`src/rtl/key_byte_receiver_if.sv`:
```
// Key-byte receiver bus: keyboard capture inputs, read handshake and status.
// The master drives keys and reads; the slave is the receiver.
interface key_byte_receiver_if #(
  parameter int unsigned WIDTH = 8,
  parameter int unsigned DEPTH = 8
);
  localparam int unsigned CW = $clog2(DEPTH) + 1;

  logic [WIDTH-1:0] savedByte;
  logic             keyReady;
  logic [WIDTH-1:0] rdByte;
  logic             rdValid;
  logic             rdReady;
  logic [CW-1:0]    count;
  logic             overflow;
  logic             clearOverflow;

  modport master (
    output savedByte, keyReady, rdReady, clearOverflow,
    input  rdByte, rdValid, count, overflow
  );

  modport slave (
    input  savedByte, keyReady, rdReady, clearOverflow,
    output rdByte, rdValid, count, overflow
  );
endinterface

```
`src/rtl/key_byte_receiver.sv`:
```
// Captures debounced key bytes on keyReady rising edges into a
// first-word-fall-through FIFO read over a valid/ready handshake.
module key_byte_receiver #(
  parameter int unsigned WIDTH = 8,
  parameter int unsigned DEPTH = 8
) (
  input logic                  clk,
  input logic                  RST,
  key_byte_receiver_if.slave   bus
);
  localparam int unsigned PW = $clog2(DEPTH);
  localparam int unsigned CW = $clog2(DEPTH) + 1;

  logic [WIDTH-1:0] mem [DEPTH];
  logic [PW-1:0]    wrPtr;
  logic [PW-1:0]    rdPtr;
  logic [CW-1:0]    countQ;
  logic             full;
  logic             rdValidQ;
  logic [WIDTH-1:0] rdByteQ;
  logic             overflowQ;
  logic             keyReadyPrev;

  logic             push;
  logic             pop;
  logic             pushOk;
  logic             drop;
  logic [PW-1:0]    nextRdPtr;
  logic [CW-1:0]    nextCount;
  logic [WIDTH-1:0] nextHead;

  // Handshake decode and next head-of-FIFO value for the registered rdByte
  always_comb begin
    push      = bus.keyReady & ~keyReadyPrev & (bus.savedByte != '0);
    pop       = rdValidQ & bus.rdReady;
    pushOk    = push & (~full | pop);
    drop      = push & full & ~pop;
    nextRdPtr = pop ? rdPtr + PW'(1) : rdPtr;
    nextCount = countQ + CW'(pushOk) - CW'(pop);
    nextHead  = '0;
    if (nextCount != '0) begin
      // Head is the byte being written this cycle when the FIFO drains to it
      if (pushOk && (nextRdPtr == wrPtr)) begin
        nextHead = bus.savedByte;
      end else begin
        nextHead = mem[nextRdPtr];
      end
    end
  end

  // Storage array; contents are don't-care after reset
  always_ff @(posedge clk) begin
    if (pushOk) begin
      mem[wrPtr] <= bus.savedByte;
    end
  end

  // Pointers, occupancy, flags and registered read port
  always_ff @(posedge clk) begin
    if (RST) begin
      wrPtr        <= '0;
      rdPtr        <= '0;
      countQ       <= '0;
      full         <= 1'b0;
      rdValidQ     <= 1'b0;
      rdByteQ      <= '0;
      overflowQ    <= 1'b0;
      keyReadyPrev <= 1'b1;
    end else begin
      keyReadyPrev <= bus.keyReady;
      if (pushOk) begin
        wrPtr <= wrPtr + PW'(1);
      end
      rdPtr    <= nextRdPtr;
      countQ   <= nextCount;
      full     <= (nextCount == CW'(DEPTH));
      rdValidQ <= (nextCount != '0);
      rdByteQ  <= nextHead;
      if (drop) begin
        overflowQ <= 1'b1;
      end else if (bus.clearOverflow) begin
        overflowQ <= 1'b0;
      end
    end
  end

  assign bus.rdByte   = rdByteQ;
  assign bus.rdValid  = rdValidQ;
  assign bus.count    = countQ;
  assign bus.overflow = overflowQ;
endmodule

```
`src/flat_wrapper.sv`:
```
// flat-port wrapper written by rule: the top's interface ports become plain ports
module key_byte_receiver_flat 
#(
  parameter int unsigned WIDTH = 8,
  parameter int unsigned DEPTH = 8
)
  (clk, RST, bus_savedByte, bus_keyReady, bus_rdReady, bus_clearOverflow, bus_rdByte, bus_rdValid, bus_count, bus_overflow);
  key_byte_receiver_if #(.WIDTH(WIDTH), .DEPTH(DEPTH)) bus_i ();
  input logic clk;
  input logic RST;
  input wire logic [$bits(bus_i.savedByte)-1:0] bus_savedByte;
  input wire logic [$bits(bus_i.keyReady)-1:0] bus_keyReady;
  input wire logic [$bits(bus_i.rdReady)-1:0] bus_rdReady;
  input wire logic [$bits(bus_i.clearOverflow)-1:0] bus_clearOverflow;
  output wire logic [$bits(bus_i.rdByte)-1:0] bus_rdByte;
  output wire logic [$bits(bus_i.rdValid)-1:0] bus_rdValid;
  output wire logic [$bits(bus_i.count)-1:0] bus_count;
  output wire logic [$bits(bus_i.overflow)-1:0] bus_overflow;
  assign bus_i.savedByte = bus_savedByte;
  assign bus_i.keyReady = bus_keyReady;
  assign bus_i.rdReady = bus_rdReady;
  assign bus_i.clearOverflow = bus_clearOverflow;
  assign bus_rdByte = bus_i.rdByte;
  assign bus_rdValid = bus_i.rdValid;
  assign bus_count = bus_i.count;
  assign bus_overflow = bus_i.overflow;
  key_byte_receiver #(.WIDTH(WIDTH), .DEPTH(DEPTH)) u_core (.clk(clk), .RST(RST), .bus(bus_i));
endmodule
```
`config.mk`:
```
export PLATFORM = sky130hd
export DESIGN_NAME = key_byte_receiver_flat
export DESIGN_NICKNAME = d
export VERILOG_FILES = /design/src/rtl/key_byte_receiver_if.sv /design/src/rtl/key_byte_receiver.sv /design/src/flat_wrapper.sv
export SDC_FILE = /design/constraint.sdc
export NUM_CORES = 1
export LEC_CHECK = 0
export BUFFER_PORTS_ARGS = -buffer_cell sky130_fd_sc_hd__clkbuf_2
export CORE_ASPECT_RATIO = 2
export CORE_UTILIZATION = 63
export CTS_BUF_LIST = sky130_fd_sc_hd__clkbuf_4
export DETAILED_ROUTE_END_ITERATION = 16
export PLACE_DENSITY = 0.82
export SLEW_MARGIN = 30
export SYNTH_ARGS = -nofsm -noshare
export SYNTH_HDL_FRONTEND = slang
export SYNTH_SLANG_ARGS = --single-unit
```
`constraint.sdc`:
```
create_clock -name clk -period 3.5 [get_ports clk]
set_input_delay 0.7 -clock clk [delete_from_list [all_inputs] [get_ports clk]]
set_output_delay 0.7 -clock clk [all_outputs]
set_load 0.005 [all_outputs]
```
Yosys cells after proc, flatten, opt, wreduce, memory -nomap -nowiden
Memories as Yosys holds them, arrays and structs flattened. A register that Yosys moved wholly into a read port is not among the register bits. Cells that the tools add are included. Widths: inputs -> output; s select.

Word-level logic and storage cells: 33. Memory bits (writable): 64. Bits in registers: 14. Output and inout bits: 14. Input port bits: 13. Memories kept: 1.

Reduce and logical (&&, ||, !) cells: 4. Eq/ne operators: 1. Muxes and demuxes: 5. Add/sub/neg operators: 4. Bitwise logic cells: 11.

Memories: u_core.mem (words 8, width 8, rd ports 1, clocked after memory_dff 1, wr ports 1, line key_byte_receiver.sv:14) `logic [WIDTH-1:0] mem [DEPTH];`.

Operators with widths (count): $reduce_bool 8->1 (1); $add 3x1->3 const B (2); $and 1x1->1 (6); $add 4x1->4 (1); $eq 4x4->1 const B (1); $mux 1 (4); $not 1->1 (4); $reduce_bool 4->1 (1); $sub 4x1->4 (1); $mux 3 (1); $reduce_bool 2->1 (1); $reduce_or 2->1 (1); $or 1x1->1 (1).

Longest topological paths before layout
Depth after elaboration: 9. Depth in mapped cells: 12. Mapped depth without buffers: 12.

Worst setup path after synthesis
Ideal clock, no wire load.

Path type: input to register. From: input bus_savedByte[3]. To: register u_core.rdByteQ[6], in the netlist u_core.bus.rdByte[6], read port of u_core.mem. Slack: 0.724 ns. Library setup time: 0.056 ns. Arrival: 2.720 ns. Required time: 3.444 ns. Stages: 10. Cells stage by stage: nor4_1 -> nand2_1 -> nand3_1 -> inv_2 -> ha_1 -> inv_1 -> fa_1 -> and3b_1 -> a211oi_4 -> a2bb2o_4.

Cells in the longest elaborated chain, start to end: 8.

RTL lines: start: declaration (line flat_wrapper.sv:11) `input wire logic [$bits(bus_i.savedByte)-1:0] bus_savedByte;`; $reduce_bool 8->1 (line key_byte_receiver.sv:34) `push = bus.keyReady & ~keyReadyPrev & (bus.savedByte != '0);`; $and 1x1->1 (line key_byte_receiver.sv:34); $and 1x1->1 (line key_byte_receiver.sv:36) `pushOk = push & (~full | pop);`; named net u_core.pushOk (line key_byte_receiver.sv:26) `logic pushOk;`; $add 4x1->4 (line key_byte_receiver.sv:39) `nextCount = countQ + CW'(pushOk) - CW'(pop);`; $sub 4x1->4 (line key_byte_receiver.sv:39); $reduce_bool 4->1 (line key_byte_receiver.sv:41) `if (nextCount != '0) begin`; $not 1->1 (no source line); $reduce_or 2->1 (no source line); end: declaration (line key_byte_receiver.sv:20) `logic [WIDTH-1:0] rdByteQ;`.

The timed path passes the listed nets, and every way through them passes these cells. A chain may end at the register's enable or synchronous reset.

Worst setup path after layout
From: input bus_savedByte[0]. To: register u_core.rdByteQ[3], in the netlist u_core.bus.rdByte[3], read port of u_core.mem.

The elaborated chain is that of the path after synthesis.

==> impl_metrics.ini <==
[outcome]
status = finished clean

[synthesis]
syn-cell-area_mm2 = 0.004073
synth_top_area_share_pct = 47.19
seq_area_frac_synth_pct = 58.00
synthCells = 362
synth.avg_cell_area_um2 = 11.25
ys_seq_elements = 86
yosys.area.top_type = edfxtp_1
yosys_warnings = 0
synthTopCellsByArea = edfxtp_1 47%, dfxtp_1 11%, o21ai_0 4.5%
synth_nets = 382
synthDistinctLibCells = 46

[detailed_routing]
wl_per_cell_um = 20.51
dr.pass1.iters = 6
via_count = 3066
wl_um = 9929
drc = 0
drt-initial-drc-count = 296
via_per_inst = 6.335
ant_nets = 0

[placement]
place.gp.congestion = 0.8388
dpl.hpwl_um = 6705
port_buffers = 26

[die]
die_w_um = 58.86
std_cell_rows = 41
core_area_mm2 = 0.006259
initial_core_util_pct = 65.07
pin_count = 27
die_h_um = 115.7
dieArea_mm2 = 0.006810

[hold_path]
holdPathEnd = u_core.keyReadyPrev$_SDFF_PP1_
min_delay_path_depth = 2
min_from = bus_keyReady
hold_class = primary input to flip-flop

[clocking]
hold_buffers = 0
cts_resized = 0
clk_latency_ns = 0.43
cts_setup_buffers = 0
clk_pin_slew_ns = 0.11
cts_tree = done
cts_num_sinks = 86
clockBufferDepth = 2
clock-root-buffer = clkbuf_4
numCtsBuffers = 9
htree_levels = 3

[global_routing]
grt_max_degree = 41
grt_overflow = 0
antenna_found_initial = 1
grtUsageTotal_pct = 31.91
grt_pass1_wl_um = 15440
grt_pass1_vias = 2976

[setup_path]
cp.required_ns = 3.86
critical_path_class = primary input to flip-flop
setup.worst_path.end_class = flip-flop
r2r_cells = 12
timing.rr.start = u_core.bus.rdValid$_SDFF_PP0_
r2r_setup_slack_ns = 0.73
crit_start = bus_savedByte[0]
crit_arrival_ns = 3.61
cp_max_fo = 10
reg2reg_to = u_core.bus.rdByte[3]$_SDFF_PP0_
cp-start-kind = primary input

[power_and_ir_drop]
ir_drop_mv = 0.5299
seq_power_share_pct = 42.0
internal-power_uw = 1847
power_frac_comb_pct = 38.7
power_uw = 2913
power_switching_uw = 1066
power_frac_clock_pct = 19.3
leakage_uw = 0.001608
power.density_mw_per_mm2 = 646.6
switching_share_pct = 36.61

[timing]
grt_setup_unrepaired = false
slew-limit-headroom_pct = 35.88
min_period_ns = 3.252
hold_viol_final = 0
hold-worst-slack_ns = 0.4632
setup_tns_ns = 0
worstMarginPinSlew_ns = 0.9618
fmax_ghz = 0.3075
min_period_over_period_pct = 92.92
finalClockSkew_ns = 0.01352
setup_viol = 0
maxSlewViolCount = 0

[final_layout]
areaGrowthSynthToFinish_pct = 10.63
drive_above_1_share_pct = 19.65
final_net_count = 412

[job]
cap_violations = 0
[cells in the mapped netlist, drive strengths merged]
cell type / number
edfxtp: 64
nand2: 41
o21ai: 41
inv: 25
dfxtp: 22
a21oi: 20
clkbuf: 19
a211oi: 17
nor2: 17
a221oi: 16
o211ai: 16
buf: 9
o2bb2ai: 7
o32ai: 7
ha: 6
xor2: 6
xnor2: 5
nor4: 3
nand3: 2
nand4: 2
nor2b: 2
nor3: 2
nor3b: 2
nor4b: 2
a21o: 1
a2bb2o: 1
and2: 1
and3b: 1
fa: 1
mux2i: 1
nand2b: 1
o31ai: 1
or2: 1
[layout by cell type, fill, tap and decap left out, drive strengths merged, types with 3 or more instances in the layout]
cell / count
o21ai: 41
nor2: 17
a21oi: 20
dfxtp: 22
a211oi: 17
inv: 25
a221oi: 16
xnor2: 5
edfxtp: 64
clkbuf: 40
xor2: 6
buf: 21
o211ai: 16
o32ai: 7
nand2: 41
ha: 6
o2bb2ai: 7
nor4: 3
[metal layers]
metal | GRT usage (%) | wire [µm] | vias to the layer above
met5 | 0 | 0 | -
li1 | - | - | 1418
met1 | 36.29 | 3285 | 1454
met2 | 54.70 | 5424 | 155
met3 | 5.357 | 661 | 39
met4 | 19.21 | 558 | 0
[cell type report]
class,count,area [µm²]
flip-flops and latches,86,2362
fillers,451,1753
multi-input cells,223,1505
repair buffers,47,287.8
well taps,86,107.6
clock buffers,14,105.1
inverters,25,101.3
clock inverters,2,33.78
diodes,1,2.502
[power groups by stage]
stage	Clock, µW	Combinational [µW]	Sequential [µW]
after floorplan	0	797	1240
after global placement	0	1070	1250
after detailed placement	0	1120	1250
after CTS	566	1120	1220
after global routing	606	1230	1230
final	563	1130	1220
[worst max-delay path, stage by stage]
cell       delay, ns
clkbuf_2        0.18
nor4_1          0.67
nand2_1         0.15
nand3_1         0.18
inv_2           0.09
ha_1            0.22
inv_1           0.07
fa_1            0.43
and3b_1         0.23
a21oi_1         0.24
nand2_1         0.25
o2bb2ai_1       0.20
[worst max path at each step]
| stage | end | cells after the start |
|---|---|---|
| global route | u_core.bus.rdByte[5]$_SDFF_PP0_ | 12 |
| CTS | u_core.bus.rdByte[0]$_SDFF_PP0_ | 12 |
| floorplan | u_core.bus.rdByte[6]$_SDFF_PP0_ | 10 |
| detailed placement | u_core.bus.rdByte[5]$_SDFF_PP0_ | 12 |
| finish | u_core.bus.rdByte[3]$_SDFF_PP0_ | 12 |
| global placement | u_core.bus.rdByte[0]$_SDFF_PP0_ | 12 |
[sequential cells by signal (all words and copies together) (netlist names)]
| register | flops |
|---|---|
| u_core.mem | 64 |
| u_core.bus.count | 4 |
| u_core.bus.rdValid | 1 |
| u_core.bus.overflow | 1 |
| u_core.bus.rdByte | 8 |
| u_core.keyReadyPrev | 1 |
| u_core.full | 1 |
| u_core.rdPtr | 3 |
| u_core.wrPtr | 3 |
[per-stage QoR]
stage	utilization (%)	std cells	cell area [µm²]	setup WS [ns]
floorplan	-	362	4073	0.7240
global placement	69.73	467	4364	-0.005091
detailed placement	69.73	467	4364	-0.1431
CTS	71.95	483	4503	0.3088
global route	71.99	484	4506	0.07741
finish	71.99	484	4506	0.2479
[logic make-up after synthesis]
kind of cell             after synthesis  synth area share, %
multiplexers                           1               0.3379
AND/OR/NAND/NOR                       77                8.848
adder cells (fa/ha/maj)                7                2.335
AO/OA/AOI/OAI                        127                21.20
buffers and inverters                 53                5.346
flip-flops                            86                58.00
XOR/XNOR                              11                3.933
(Power assumes the default switching activity.)
